==> src/rtl/decode_ctrl_pipe.sv <==
// LEGv8 decode stage: one instruction per cycle into a registered ID/EX op with
// load-use bubble insertion, branch flush and a saturating stall counter.
// Optional ADDI/SUBI decode is enabled by defining DECODE_IMM_ALU_EN.
module decode_ctrl_pipe #(
    parameter int INSTR_LEN  = 32,
    parameter int REG_ADDR_W = 5,
    parameter int DATA_W     = 64,
    parameter int CNT_W      = 16
) (
    input  logic                  clk,
    input  logic                  rst_n,
    input  logic                  in_valid,
    output logic                  in_ready,
    input  logic [INSTR_LEN-1:0]  instruction,
    input  logic                  flush,
    output logic                  out_valid,
    input  logic                  out_ready,
    output logic                  Reg2Loc,
    output logic                  Branch,
    output logic                  MemRead,
    output logic                  MemtoReg,
    output logic                  MemWrite,
    output logic                  ALUSrc,
    output logic                  RegWrite,
    output logic                  UncondBranch,
    output logic [1:0]            ALUOp,
    output logic [10:0]           opcode_q,
    output logic [REG_ADDR_W-1:0] rn,
    output logic [REG_ADDR_W-1:0] rm2,
    output logic [REG_ADDR_W-1:0] rd,
    output logic [DATA_W-1:0]     imm,
    output logic                  illegal,
    output logic [CNT_W-1:0]      stall_cnt
);

`ifdef DECODE_IMM_ALU_EN
    localparam bit IMM_ALU_EN = 1'b1;
`else
    localparam bit IMM_ALU_EN = 1'b0;
`endif

    localparam logic [10:0] OP_ADD  = 11'b10001011000;
    localparam logic [10:0] OP_SUB  = 11'b11001011000;
    localparam logic [10:0] OP_AND  = 11'b10001010000;
    localparam logic [10:0] OP_ORR  = 11'b10101010000;
    localparam logic [10:0] OP_LDUR = 11'b11111000010;
    localparam logic [10:0] OP_STUR = 11'b11111000000;
    localparam logic [7:0]  OP_CBZ  = 8'b10110100;
    localparam logic [5:0]  OP_B    = 6'b000101;
    localparam logic [9:0]  OP_ADDI = 10'b1001000100;
    localparam logic [9:0]  OP_SUBI = 10'b1101000100;
    localparam logic [REG_ADDR_W-1:0] XZR = REG_ADDR_W'(31);

    typedef struct packed {
        logic                  reg2loc;
        logic                  branch;
        logic                  memread;
        logic                  memtoreg;
        logic                  memwrite;
        logic                  alusrc;
        logic                  regwrite;
        logic                  uncond;
        logic [1:0]            aluop;
        logic [10:0]           opcode;
        logic [REG_ADDR_W-1:0] rn;
        logic [REG_ADDR_W-1:0] rm2;
        logic [REG_ADDR_W-1:0] rd;
        logic [DATA_W-1:0]     imm;
        logic                  illegal;
    } idex_t;

    logic [10:0]           opc;
    logic [REG_ADDR_W-1:0] f_rn, f_rm, f_rt;
    logic is_r, is_ldur, is_stur, is_cbz, is_b, is_ialu;
    logic use_rn, use_rm, use_rt;
    logic hazard;
    idex_t dec;

    idex_t           op_q, op_d;
    logic            vld_q, vld_d;
    logic [CNT_W-1:0] stall_q, stall_d;

    assign opc  = instruction[31:21];
    assign f_rn = REG_ADDR_W'(instruction[9:5]);
    assign f_rm = REG_ADDR_W'(instruction[20:16]);
    assign f_rt = REG_ADDR_W'(instruction[4:0]);

    assign is_r    = (opc == OP_ADD) || (opc == OP_SUB) || (opc == OP_AND) || (opc == OP_ORR);
    assign is_ldur = (opc == OP_LDUR);
    assign is_stur = (opc == OP_STUR);
    assign is_cbz  = (opc[10:3] == OP_CBZ);
    assign is_b    = (opc[10:5] == OP_B);
    assign is_ialu = IMM_ALU_EN && ((opc[10:1] == OP_ADDI) || (opc[10:1] == OP_SUBI));

    // Combinational decode of the incoming instruction, plus which fields it reads.
    always_comb begin
        dec        = '0;
        use_rn     = 1'b0;
        use_rm     = 1'b0;
        use_rt     = 1'b0;
        dec.opcode = opc;
        dec.rn     = f_rn;
        dec.rd     = f_rt;
        if (is_r) begin
            dec.regwrite = 1'b1;
            dec.aluop    = 2'b10;
            use_rn       = 1'b1;
            use_rm       = 1'b1;
        end else if (is_ldur) begin
            dec.memread  = 1'b1;
            dec.memtoreg = 1'b1;
            dec.alusrc   = 1'b1;
            dec.regwrite = 1'b1;
            dec.imm      = {{(DATA_W-9){instruction[20]}}, instruction[20:12]};
            use_rn       = 1'b1;
        end else if (is_stur) begin
            dec.reg2loc  = 1'b1;
            dec.memwrite = 1'b1;
            dec.alusrc   = 1'b1;
            dec.imm      = {{(DATA_W-9){instruction[20]}}, instruction[20:12]};
            use_rn       = 1'b1;
            use_rt       = 1'b1;
        end else if (is_cbz) begin
            dec.reg2loc  = 1'b1;
            dec.branch   = 1'b1;
            dec.aluop    = 2'b01;
            dec.imm      = {{(DATA_W-19){instruction[23]}}, instruction[23:5]};
            use_rt       = 1'b1;
        end else if (is_b) begin
            dec.uncond   = 1'b1;
            dec.imm      = {{(DATA_W-26){instruction[25]}}, instruction[25:0]};
        end else if (is_ialu) begin
            dec.alusrc   = 1'b1;
            dec.regwrite = 1'b1;
            dec.aluop    = 2'b11;
            dec.imm      = DATA_W'(instruction[21:10]);
            use_rn       = 1'b1;
        end else begin
            dec.illegal  = 1'b1;
        end
        dec.rm2 = dec.reg2loc ? f_rt : f_rm;
    end

    // Load-use: held load writes a register the incoming op reads (XZR never hazards).
    assign hazard = vld_q && op_q.memread && (op_q.rd != XZR) && in_valid &&
                    ((use_rn && (f_rn == op_q.rd)) ||
                     (use_rm && (f_rm == op_q.rd)) ||
                     (use_rt && (f_rt == op_q.rd)));

    assign in_ready = (!vld_q || out_ready) && !hazard && !flush;

    always_comb begin
        vld_d   = vld_q;
        op_d    = op_q;
        stall_d = stall_q;
        if (flush) begin
            vld_d = 1'b0;
        end else if (hazard && out_ready) begin
            vld_d = 1'b0;
            if (stall_q != '1) stall_d = stall_q + CNT_W'(1);
        end else if (in_valid && in_ready) begin
            vld_d = 1'b1;
            op_d  = dec;
        end else if (out_ready) begin
            vld_d = 1'b0;
        end
    end

    always_ff @(posedge clk or negedge rst_n) begin
        if (!rst_n) begin
            vld_q   <= 1'b0;
            op_q    <= '0;
            stall_q <= '0;
        end else begin
            vld_q   <= vld_d;
            op_q    <= op_d;
            stall_q <= stall_d;
        end
    end

    assign out_valid    = vld_q;
    assign Reg2Loc      = op_q.reg2loc;
    assign Branch       = op_q.branch;
    assign MemRead      = op_q.memread;
    assign MemtoReg     = op_q.memtoreg;
    assign MemWrite     = op_q.memwrite;
    assign ALUSrc       = op_q.alusrc;
    assign RegWrite     = op_q.regwrite;
    assign UncondBranch = op_q.uncond;
    assign ALUOp        = op_q.aluop;
    assign opcode_q     = op_q.opcode;
    assign rn           = op_q.rn;
    assign rm2          = op_q.rm2;
    assign rd           = op_q.rd;
    assign imm          = op_q.imm;
    assign illegal      = op_q.illegal;
    assign stall_cnt    = stall_q;

endmodule

==> config.mk <==
export PLATFORM = sky130hd
export DESIGN_NAME = decode_ctrl_pipe
export DESIGN_NICKNAME = d
export VERILOG_FILES = /design/src/rtl/decode_ctrl_pipe.sv
export SDC_FILE = /design/constraint.sdc
export NUM_CORES = 1
export LEC_CHECK = 0
export CAP_MARGIN = 40
export CORE_MARGIN = 2
export CORE_UTILIZATION = 49
export CTS_CLUSTER_SIZE = 16
export DETAILED_ROUTE_END_ITERATION = 8
export PLACE_DENSITY = 0.89
export SYNTH_ARGS = -nofsm -noshare
export SYNTH_HDL_FRONTEND = slang
export SYNTH_SLANG_ARGS = --single-unit
==> constraint.sdc <==
create_clock -name clk -period 5.9 [get_ports clk]
set_input_delay 1.475 -clock clk [delete_from_list [all_inputs] [get_ports clk]]
set_output_delay 1.475 -clock clk [all_outputs]
set_load 0.02 [all_outputs]
Yosys cells after proc, flatten, opt, wreduce, memory -nomap -nowiden

Cells that the tools add are included.

Flip-flop bits (word level): 118
Input port bits: 37
Output and inout bits: 119
Logic and storage cells: 95

Add/sub/neg operators: 1
Eq/ne operators: 13
Muxes and demuxes: 39
Bitwise gates (word level): 2
Reduce and logical (&&, ||, !) cells: 23

Operators with widths:

| cell                                                                   | number |
|---|---|
| 64-bit two-way mux                                                     | 4 |
| 11-bit equality test (second input constant)                           | 6 |
| 65-bit two-way mux                                                     | 1 |
| 1-bit two-way mux                                                      | 25 |
| 16-bit by 1-bit adder with 16-bit output (second input constant)       | 1 |
| 16-bit != test (second input constant)                                 | 1 |
| 5-bit equality test                                                    | 3 |
| 1-bit logical AND                                                      | 11 |
| 2-bit two-way mux                                                      | 5 |
| 8-bit equality test (second input constant)                            | 1 |
| 6-bit by 3-bit equality test with 1-bit output (second input constant) | 1 |
| 1-bit logical OR                                                       | 6 |
| 6-bit two-way mux                                                      | 1 |
| 3-bit AND reduction                                                    | 2 |
| 5-bit two-way mux                                                      | 1 |
| 5-bit != test (second input constant)                                  | 1 |
| 4-bit two-way mux                                                      | 1 |
| 4-bit nonzero test                                                     | 1 |
| 1-bit zero test                                                        | 3 |
| 3-bit two-way mux                                                      | 1 |
| 1-bit inverter                                                         | 2 |

Longest topological paths before layout

Depth after elaboration: 16
Mapped depth: 10

Least setup slack after synthesis

OpenSTA, ideal clock, no wires.

Path kind: input -> output
Start: input instruction[26]
End: output in_ready
Arrival time: 3237 ps
Path slack: 1188 ps
Stages: 7
Path buffers: 2
Cell sequence: or4b_4 -> a2111oi_4 -> nand4_1 -> o311a_1 -> buf_6 -> clkbuf_1 -> and2_1

Longest elaborated chain between the ends: 12
Elaborated cells on any way between the ends: 27
Those cells by class: eq/ne (7); mux (8); reduce/logical (12)

RTL lines:

| element                                                     | line | text |
|---|---|---|
| start: declaration                                          | 14   | `input logic [INSTR_LEN-1:0] instruction,` |
| branches (longest 7 deep; another with 8-bit equality test) | -    |  |
| 1-bit logical OR (*)                                        | 147  | `(use_rm && (f_rm == op_q.rd)) \|\|` |
| 1-bit logical AND (*)                                       | 145  | `assign hazard = vld_q && op_q.memread && (op_q.rd != XZR) && in_valid &&` |
| 1-bit zero test (*)                                         | 150  | `assign in_ready = (!vld_q \|\| out_ready) && !hazard && !flush;` |
| 1-bit logical AND (*) (2 in series)                         | 150  |  |
| end: declaration                                            | 13   | `output logic in_ready,` |

Every way passes the cells marked *.

Worst setup path after layout

Same ends and word-level chain as after synthesis.

==> impl_metrics.py <==
metrics = {
    "cells_and_area": {
        "fillers": 628,
        "antenna_cells": 0,
        "layout.cells.non_filler": 595,
        "nNetsFinal": 520,
        "syn2layout_area_growth_pct": 35.5,
        "fin_util_pct": 68.8,
        "layout_common_cells": "154 x clkdlybuf4s50_1, 78 x dfrtp_1, 49 x mux2_4, 24 x nand2_1, 22 x xor2_1",
        "final_common_cell": "clkdlybuf4s50_1",
        "drive_above_1_share_pct": 17.9,
    },
    "logic_synthesis": {
        "synth_nets": 404,
        "yosysWarnings": 0,
        "synth_largest_area_cell": "dfrtp_1",
        "synth.cell_area_um2": 4430,
        "synth_edf_count": 0,
        "synth_area_leaders": "dfrtp_1 44%, mux2_4 17%, buf_4 7.0%",
        "ys_seq_area_share_pct": 44.1,
        "yosysUniqueCellTypes": 43,
        "ys_ff_latch": 78,
        "avgSynthCellArea_um2": 12.1,
        "synth-async-reset-ratio_pct": 100,
        "synthCells": 366,
        "synth_top_area_share_pct": 44.1,
        "synth_ff_type": "dfrtp_1",
    },
    "placed_design": {
        "dp_hpwl_um": 7980,
        "place.gp.congestion": 0.867,
        "io_buffers": 155,
        "place_inst": 579,
        "post-place-ws_ns": 0.498,
    },
    "clocking": {
        "h-tree-depth": 3,
        "cts_setup_buffers": 0,
        "cts_resized": 0,
        "cts_made_buffers": 9,
        "clock_latency_ns": 0.35,
        "clock-sinks": 78,
        "cts-root-buf": "clkbuf_8",
        "holdBufCountCts": 0,
        "cts_tree": "built",
        "cts_max_path_buffers": 2,
        "clk_pin_slew_worst_paths_ns": 0.07,
    },
    "power_and_ir_drop": {
        "switching_share_pct": 26.9,
        "pwr-share-comb_pct": 21.7,
        "clockPowerShare_pct": 33.5,
        "ir_worst_vdd_v": 0.000144,
        "seq_power_share_pct": 44.8,
        "power_uw": 1330,
        "switching_power_uw": 358,
        "intPower_uw": 973,
        "p_leak_uw": 0.00271,
        "power.density_nw_per_um2": 222,
    },
    "routing": {
        "drc": 0,
        "viasPerCell": 5.39,
        "wl_per_cell_um": 18.6,
        "drtIter0Drc": 154,
        "dr_total_vias": 3209,
        "wl_um": 11100,
        "ant_nets": 0,
        "first_pass_iters": 6,
    },
    "worst_hold_path": {
        "hp-class": "register to register",
    },
    "global_route": {
        "grt_max_degree": 43,
        "grt_use_total_pct": 23.0,
        "grt_pass1_wl_um": 17500,
        "grt-ovfl-total": 0,
        "grt_pass1_vias": 3267,
        "antenna_found_initial": 0,
    },
    "sta": {
        "timing.final.crit_share_pct": 91.9,
        "finClkSkew_ns": 0.0137,
        "finalHoldViolations": 0,
        "setup_viol": 0,
        "relSlewSlack_pct": 63.2,
        "fmax_mhz": 184,
        "rsz0062_at_grt": "no",
        "worst_pin_slew_ns": 0.548,
        "fin_crit_ns": 5.42,
        "slew_viol_final": 0,
        "setup_tns_ns": 0,
        "worst_slack_ns": 0.478,
    },
    "flow_run": {
        "maxCapViolCount": 0,
    },
    "die": {
        "core_um2": 8720,
        "ioPinCount": 156,
        "rows": 34,
        "die_w_um": 99.1,
        "die_area_um2": 9810,
        "die_height_um": 99.1,
        "start_util_pct": 50.8,
    },
    "critical_path": {
        "max_stage_delay_ns": 0.61,
        "cpMostUsedCell": "clkdlybuf4s50_1",
        "worst_ep_arrival_time_ns": 3.95,
        "path_class": "primary input to output pin",
        "cp_slowest_cell": "or4b_4",
        "endpoint_kind": "output pin",
        "cp_data_required_time_ns": 4.43,
        "crit_fanout": 4,
        "cp_cell_sequence": "clkdlybuf4s50_1, or4b_4, a2111oi_4, nand4_1, o311a_1, and2_1, clkdlybuf4s50_1",
        "start_kind": "primary input",
    },
    "status": {
        "status": "complete, no violations",
    },
}
==> power groups by stage <==
stage | Combinational [uW] | Clock (uW) | Sequential, uW
finish | 289 | 446 | 596
CTS | 291 | 459 | 596
global route | 304 | 487 | 601
detailed placement | 289 | 0 | 606
floorplan | 113 | 0 | 646
global placement | 282 | 0 | 605
==> final timing paths <==
check / slack (ns) / from / end / cells after the start
max in group asynchronous: 4.24 / rst_n / ALUOp[1] / 2
hold reg to reg: 0.50 / stall_cnt[10] / stall_cnt[10] / 1
setup reg to reg: 3.16 / rd[2] / opcode_q[6] / 8
setup / recovery: 0.48 / instruction[26] / in_ready / 7
min in group asynchronous: 1.07 / rst_n / imm[15] / 1
hold / removal: 0.50 / stall_cnt[10] / stall_cnt[10] / 1
==> state kept, by name, indices dropped and copies added (netlist names) <==
name / count
imm: 26
stall_cnt: 16
opcode_q: 11
rd: 5
rm2: 5
rn: 5
ALUOp: 2
ALUSrc: 1
MemRead: 1
MemWrite: 1
Reg2Loc: 1
RegWrite: 1
UncondBranch: 1
illegal: 1
out_valid: 1
==> stage by stage <==
stage	hold WS (ns)	cell area [um2]
floorplan	0.589	4430
global placement	0.485	5700
detailed placement	0.481	5780
CTS	0.505	6000
global route	0.522	6000
finish	0.500	6000
==> area by class of cell <==
class | count | area, um2 | share of cell area, %
Multi-Input combinational cell | 217 | 1980 | 33.0
Sequential cell | 78 | 1950 | 32.5
Timing Repair Buffer | 163 | 1660 | 27.7
Clock buffer | 11 | 141 | 2.36
Tap cell | 108 | 135 | 2.25
Clock inverter | 5 | 82.6 | 1.38
Inverter | 13 | 48.8 | 0.813
==> cells by family after synthesis <==
| family | Yosys count | share of synthesized area [%] |
|---|---|---|
| xor gates and xnor gates | 28 | 5.54 |
| muxes | 69 | 21.3 |
| and+or+nand+nor | 83 | 10.3 |
| adders and majority gates | 1 | 0.283 |
| buffers and inverters | 71 | 11.7 |
| DFF | 78 | 44.1 |
| AOI/OAI and AO/OA | 36 | 6.76 |
==> metal layers <==
| metal | track usage (%) | share of wire (%) | vias to the layer above |
|---|---|---|---|
| li1 | - | - | 1489 |
| met3 | 6.03 | 6.8 | 21 |
| met5 | 0 | 0 | - |
| met2 | 37.5 | 50 | 125 |
| met4 | 8.43 | 2.4 | 0 |
| met1 | 29.4 | 41 | 1574 |
==> Yosys cell counts (all sizes together), types with 4 or more instances <==
cell type   n
mux2       56
dfrtp      78
and3        4
xor2       22
inv        13
nor3       12
o21ai       5
nand4       4
xnor2       6
clkbuf     10
nand2      24
mux2i      13
a222oi      8
a22oi       9
nor4        4
nor2        8
buf        48
nand3       8
a21o        6
==> critical path, delay by kind of cell <==
kind / cells / cell delay (ns)
AO/OA/AOI/OAI: 2 / 0.57
buffers and inverters: 2 / 0.98
AND/OR/NAND/NOR: 3 / 0.92
Note: power is estimated with default switching activity, not from simulation.
